File: config.mk
export PLATFORM = sky130hd
export DESIGN_NAME = datapath_fetch
export DESIGN_NICKNAME = d
export VERILOG_FILES = /design/src/rtl/datapath_fetch.sv
export SDC_FILE = /design/constraint.sdc
export NUM_CORES = 1
export LEC_CHECK = 0
export CAP_MARGIN = 20
export CORE_MARGIN = 2
export CORE_UTILIZATION = 45
export DETAILED_ROUTE_END_ITERATION = 8
export PLACE_DENSITY = 0.73
export SETUP_SLACK_MARGIN = 0.5
export SLEW_MARGIN = 20
export SYNTH_ARGS = -nofsm -noshare
export SYNTH_HDL_FRONTEND = slang
export SYNTH_SLANG_ARGS = --single-unit
File: constraint.sdc
create_clock -name clk -period 4.8 [get_ports clk]
set_input_delay 1.2 -clock clk [delete_from_list [all_inputs] [get_ports clk]]
set_output_delay 1.2 -clock clk [all_outputs]
set_load 0.1 [all_outputs]
File: src/rtl/datapath_fetch.sv
`default_nettype none
// +--------------------------------------------------------------------------+
// | Module   : datapath_fetch                                                |
// | Purpose  : Instruction-fetch stage of the 16-bit pipelined CPU. Owns the |
// |            PC, issues reads to a 1-cycle-latency instruction memory,     |
// |            buffers returned words in a 2-entry queue and presents        |
// |            {instr, pc} to decode. Honours stall and redirect.            |
// | Options  : FETCH_PERF_EN - when defined, builds a 16-bit counter of      |
// |            instructions delivered to decode (perf_fetched).              |
// | Revision : 1.0 - initial release                                         |
// +--------------------------------------------------------------------------+
module datapath_fetch #(
   parameter logic [15:0] RESET_PC = 16'h0000
) (
   input  logic        clk,
   input  logic        reset,
   output logic [15:0] i_addr,
   output logic        i_rd,
   input  logic [15:0] i_rddata,
   input  logic        stall,
   input  logic        redirect,
   input  logic [15:0] redirect_pc,
   output logic [31:0] IF_ID,
   output logic        if_valid,
   output logic [15:0] perf_fetched
);

   logic [15:0] fetch_pc;
   logic        inflight;
   logic [15:0] inflight_pc;
   logic [1:0]  count;
   logic [31:0] q0;          // queue head
   logic [31:0] q1;          // second entry
   logic        pop;
   logic        push;
   logic [2:0]  occ_after_pop;
   logic [31:0] new_entry;

   assign if_valid      = (count != 2'd0);
   assign pop           = if_valid & ~stall & ~redirect;
   // A redirect kills whatever response arrives in the same cycle.
   assign push          = inflight & ~redirect;
   // Queue slots already claimed (held + in flight) once this cycle's pop
   // leaves; a new read is only issued if its word is sure to have a slot.
   assign occ_after_pop = {1'b0, count} + {2'b00, inflight} - {2'b00, pop};
   assign i_rd          = ~reset & ~redirect & (occ_after_pop < 3'd2);
   assign i_addr        = fetch_pc;
   assign new_entry     = {i_rddata, inflight_pc};
   assign IF_ID         = if_valid ? q0 : 32'h0000_0000;

   // PC and in-flight request tracking; redirect overrides normal issue.
   always_ff @(posedge clk) begin
      if (reset) begin
         fetch_pc    <= RESET_PC;
         inflight    <= 1'b0;
         inflight_pc <= 16'h0000;
      end else if (redirect) begin
         fetch_pc    <= redirect_pc;
         inflight    <= 1'b0;
      end else begin
         inflight <= i_rd;
         if (i_rd) begin
            inflight_pc <= fetch_pc;
            fetch_pc    <= fetch_pc + 16'd2;
         end
      end
   end

   // Two-entry queue kept head-aligned: q0 is always the oldest entry.
   always_ff @(posedge clk) begin
      if (reset) begin
         count <= 2'd0;
         q0    <= 32'h0000_0000;
         q1    <= 32'h0000_0000;
      end else if (redirect) begin
         count <= 2'd0;
      end else begin
         case ({push, pop})
            2'b11: begin
               if (count == 2'd2) begin
                  q0 <= q1;
                  q1 <= new_entry;
               end else begin
                  q0 <= new_entry;
               end
            end
            2'b10: begin
               if (count == 2'd0) begin
                  q0 <= new_entry;
               end else begin
                  q1 <= new_entry;
               end
               count <= count + 2'd1;
            end
            2'b01: begin
               q0    <= q1;
               count <= count - 2'd1;
            end
            default: ;
         endcase
      end
   end

`ifndef SYNTHESIS
   // Simulation guard: the issue rule must never let a push hit a full queue.
   always @(posedge clk) begin
      if (!reset) begin
         assert (!(push && !pop && (count == 2'd2)));
      end
   end
`endif

`ifdef FETCH_PERF_EN
   logic [15:0] perf;

   // Delivered-instruction counter, cleared only by reset, wraps at 16 bits.
   always_ff @(posedge clk) begin
      if (reset) begin
         perf <= 16'h0000;
      end else if (pop) begin
         perf <= perf + 16'd1;
      end
   end

   assign perf_fetched = perf;
`else
   assign perf_fetched = 16'h0000;
`endif

endmodule
`default_nettype wire

# Word level (Yosys, flattened, before mapping)

Index checks and enable logic that the tools add are counted.

Register bits after elaboration: 99
Input bits: 36
Output and inout port bits: 66

Add/sub/neg operators: 5
$lt $le $gt $ge: 1
Eq/ne operators: 7
Muxes and demuxes: 10
Bitwise operators: 8
Reductions and logical operators: 10

Operators by type and width:

| kind                                                | count |
|---|---|
| two-way mux 32 bit                                  | 5 |
| one-hot mux 32 bit (3 select lines)                 | 1 |
| one-hot mux 32 bit (2 select lines)                 | 1 |
| two-way mux 16 bit                                  | 2 |
| adder 16 x 2 -> 16 bit (second input constant)      | 1 |
| nonzero test 2 bit                                  | 4 |
| == test 2 bit (second input constant)               | 3 |
| != test 2 bit (second input constant)               | 3 |
| bitwise AND 1 bit                                   | 5 |
| one-hot mux 2 bit (2 select lines)                  | 1 |
| AND reduction 4 bit                                 | 1 |
| adder 2 x 1 -> 3 bit                                | 1 |
| < comparator 3 x 2 -> 1 bit (second input constant) | 1 |
| NOT 1 bit                                           | 3 |
| AND reduction 3 bit                                 | 1 |
| nonzero test 3 bit                                  | 1 |
| subtractor 3 x 1 -> 3 bit                           | 1 |
| adder 2 x 1 -> 2 bit (second input constant)        | 1 |
| == test 2 x 1 -> 1 bit (second input constant)      | 1 |
| logical NOT 2 bit                                   | 1 |
| AND reduction 2 bit                                 | 1 |
| OR reduction 2 bit                                  | 1 |
| subtractor 2 x 1 -> 2 bit (second input constant)   | 1 |

# Longest topological paths before layout

Word-level depth: 8
Mapped depth: 13
Gate-level depth less buffers: 10

# Worst setup path after synthesis

OpenSTA, ideal clock, no wires.

Kind: input-to-output
Start: in redirect
End: out i_rd
Arrival time: 4.200 ns
Required time: 3.600 ns
Path slack: -0.600 ns
Stages: 11
Buffers on the path: 4
Path through: clkbuf_1 -> clkbuf_1 -> nor3_1 -> ha_1 -> nand2b_1 -> fa_1 -> or3b_1 -> buf_2 -> or2_1 -> inv_2 -> buf_2

Longest elaborated chain between the ends: 5

RTL lines:

| what                        | line | source |
|---|---|---|
| from (decl)                 | 21   | `input logic redirect,` |
| NOT 1 bit (no line) (*)     | -    |  |
| bitwise AND 1 bit           | 40   | `assign pop = if_valid & ~stall & ~redirect;` |
| subtractor 3 x 1 -> 3 bit   | 45   | `assign occ_after_pop = {1'b0, count} + {2'b00, inflight} - {2'b00, pop};` |
| < comparator 3 x 2 -> 1 bit | 46   | `assign i_rd = ~reset & ~redirect & (occ_after_pop < 3'd2);` |
| bitwise AND 1 bit (*)       | 46   |  |
| to (decl)                   | 18   | `output logic i_rd,` |

Every way passes the cells marked *; elsewhere a longest branch is shown, timed or not.

# Worst setup path in the final report

Start: in stall
End: out i_rd

Longest elaborated chain between the ends: 6

RTL lines:

| what                           | line | source |
|---|---|---|
| from (decl)                    | 20   | `input logic stall,` |
| NOT 1 bit                      | 40   |  |
| bitwise AND 1 bit (2 in a row) | 40   |  |
| subtractor 3 x 1 -> 3 bit      | 45   |  |
| < comparator 3 x 2 -> 1 bit    | 46   |  |
| bitwise AND 1 bit              | 46   |  |

Every way passes these cells.

==> out/metrics.sh <==
WIRELENGTH_MM=11.70
FIRST_PASS_GRT_WIRE_LENGTH_MM=18.86
SYNTHCELLS=557
CP_TOP_FAMILY='simple AND/OR/NAND/NOR gates'
POST-ROUTE-DRC-COUNT=0
LAYOUT.CELL_AREA.NON_FILLER_MM2=0.005788
SYNTH_EDF_COUNT=0
PERIOD_MINUS_SLACK_PS=4427
CRITICAL_PATH.ENDPOINT_TYPE='output port'
ACHIEVABLE-FREQUENCY_GHz=0.2259
DRT_FIRST_ITER_VIOLATIONS=291
ROUTE.DETAILED.WL_PER_INST_UM=15.29
CRIT_CHAIN='buf_6, nor3_4, ha_1, nand2b_4, fa_1, or3b_4, or2_4, inv_4, buf_12'
DIEAREA_MM2=0.01121
DP_HPWL_MM=8.205
STARTPOINT='stall'
YOSYSSEQAREASHARE=0.4242
CP-START-KIND='primary input'
CLOCK_TREE.BUFFER_DEPTH=2
WORST_EP_ARRIVAL_TIME_PS=3230
CP_PEAK_STAGE_DELAY_PS=480
ANTENNA_FOUND_INITIAL=0
CRITICAL_PATH_CLASS='in -> out'
INITIAL_UTILIZATION=0.4587
TIMING.RR.START='count[1]'
TRITONCTS_NUM_SINKS=99
SYNTH.FF_LATCH_COUNT=99
FIRSTDRTPASSITERS=5
MOST_COMMON_CELL_AFTER_LAYOUT_FILL_AND_TAPS_ASIDE='nand2_1'
SLEW_VIOL_FINAL=0
CRIT_FANOUT=2
CTS_TREE='yes'
IRDROPWORSTVDD_uV=173.8
OUTCOME='completed'
AREAGROWTHSYNTHTOFINISH_PCT=23.89
OVERALL_GLOBAL_ROUTING_RESOURCE_USAGE=0.2084
DP_WORST_SETUP_SLACK_PS=-32.46
H-TREE-DEPTH=3
FINALSETUPVIOLATIONS=0
POWER_DENSITY_mW_PER_MM2=284.1
ROOT_BUFFER='clkbuf_8'
RSZ0062_AT_GRT='true'
POWER_uW=1644
LAYOUT_COMMON_CELLS='114 x nand2_1, 99 x dfxtp_1, 78 x clkdlybuf4s50_1'
STATIC-LEAKAGE-POWER_uW=0.002013
GRT_PASS1_VIAS=3924
POSTSYNTH.TOPFLOPCELL='dfxtp_1'
DESIGN.PORTCOUNT=102
NUMBER_OF_DISTINCT_LIBRARY_CELLS_AFTER_SYNTHESIS=59
TIMING.CRITICAL_PATH.SLOWEST_STAGE_CELL='fa_1'
HOLD_CLASS='reg -> reg'
ANTENNA-DIODE-COUNT=0
ROWS=37
CLKLATENCYLATEPIN_PS=370
GP_ROUTABILITY_CONGESTION=0.8526
HOLD_VIOL=0
CTS_MADE_BUFFERS=9
TIMING.CRITICAL_PATH.REQUIRED_PS=3600
FFS_W_ASYNC_S_R_SYNTH=0
YOSYS_WARNINGS=0
SLEW_HEADROOM=0.2809
FP.COREAREA_MM2=0.01018
DIE_X_UM=105.9
FINAL_NET_COUNT=667
PORT-BUFFER-COUNT=85
CLK_TRANSITION_REPORTED_PATHS_PS=80
FINAL_ANTENNA_NET_COUNT=0
WORST-PATH-BUF-INV=3
GR-TOTAL-OVERFLOW=0
DR_TOTAL_VIAS=4205
HP-START='q1[28]'
WHS_PS=462.4
CHIPHEIGHT_UM=105.9
TIGHTEST_SLEW_PS=1079
PLACE_AREA_MM2=0.005585
FINAL_MIN_PERIOD_OVER_CLOCK_PERIOD=0.9223
AVGVIACOUNTPERCELL=5.497
SYNTH.AVG_CELL_AREA_UM2=8.388
FINCLKSKEW_PS=11.70
POSTLAYOUTSETUPSLACKWORST_PS=373.2
MAXIMUM_NUMBER_OF_PINS_ON_ONE_NET_BEFORE_GLOBAL_ROUTE_REPAIR=65
POST_CTS_HOLD_BUFFER_COUNT=0
SHARE_OF_POST_ROUTE_CELLS_WITH_DRIVE_STRENGTH_ABOVE_1=0.08267
SYN_AREA_MM2=0.004672
MAXCAPVIOLCOUNT=0
-- timing repair --
action | CTS | global route
pin swaps | 4 | 4
gates resized for setup | 12 | 1
setup buffers | 3 | 0
endpoints found under the setup margin | 1 | 1
hold endpoints to repair | 0 | 0
-- worst register-to-register path, stage by stage (launching register included) --
cell	delay, ps
dfxtp_1	420
nor2_2	370
nor3_4	60
ha_1	300
nand2b_4	140
fa_1	480
or3b_4	380
buf_4	130
buf_4	160
nor4b_4	410
a2111oi_1	150
a311o_1	340
-- cells in the mapped netlist (all sizes together), types with 6 or more instances --
| master | n | area, µm² |
|---|---|---|
| buf | 24 | 167.7 |
| mux2i | 14 | 140.1 |
| nand2 | 114 | 427.9 |
| dfxtp | 99 | 1982 |
| a22oi | 21 | 157.7 |
| ha | 6 | 75.07 |
| nand3 | 8 | 40.04 |
| clkbuf | 37 | 138.9 |
| nor2 | 8 | 32.54 |
| a22o | 12 | 105.1 |
| and2 | 33 | 206.5 |
| inv | 12 | 45.04 |
| a21oi | 72 | 360.4 |
| o2bb2ai | 20 | 175.2 |
| nor3 | 9 | 45.04 |
| a221oi | 12 | 105.1 |
-- layout make-up --
class,instances,area [µm²]
flip-flops and latches,99,1982
well taps,136,170.2
repair buffers,102,982.2
clock inverters,4,26.28
inverters,12,47.55
multi-input cells,400,2435
clock buffers,12,145.1
fillers,929,4397
-- final timing paths --
kind / to / slack [ps] / cells past startpoint
max: i_rd / 370 / 9
min: q1[28] / 460 / 2
max reg2reg: i_addr[13] / 1380 / 11
min reg2reg: q1[28] / 460 / 2
-- routing by layer --
layer,vias up,part of all wire,GRT usage
met5,-,0,0
met4,0,0.018,0.09023
met3,14,0.056,0.03188
met2,147,0.47,0.3346
met1,1986,0.45,0.2792
li1,2058,-,-
-- sequential cells by signal, indices dropped and copies added (netlist names) --
signal / flops
count: 2
q0: 32
i_addr: 16
inflight: 1
q1: 32
inflight_pc: 16
-- through the flow --
stage	std cells	util	setup TNS (ps)
2_1_floorplan	572	-	0
3_3_place_gp	746	0.5484	0
3_5_place_dp	746	0.5484	-32.46
4_1_cts	765	0.5681	0
5_1_grt	765	0.5683	0
6_report	765	0.5683	0
-- power by group --
part / switching, µW / internal (µW) / total (µW) / leakage, µW
registers: 24.2 / 839 / 863 / 0.000802
clock network: 282 / 202 / 485 / 0.0000863
logic: 212 / 83.8 / 296 / 0.00112
total: 519 / 1130 / 1640 / 0.00201
-- kinds of logic (layout without fill, tap and decap cells) --
group / after synthesis / after routing / share of synthesized area
AO/OA/AOI/OAI: 162 / 162 / 0.2373
other: 1 / 16 / 0.0008027
XOR/XNOR: 4 / 4 / 0.009107
adder cells (fa/ha/maj): 7 / 7 / 0.02035
flip-flops: 99 / 99 / 0.4242
AND/OR/NAND/NOR: 195 / 195 / 0.1982
multiplexers: 16 / 16 / 0.03481
buffers and inverters: 73 / 130 / 0.07525
Note: power is estimated with default switching activity, not from simulation.
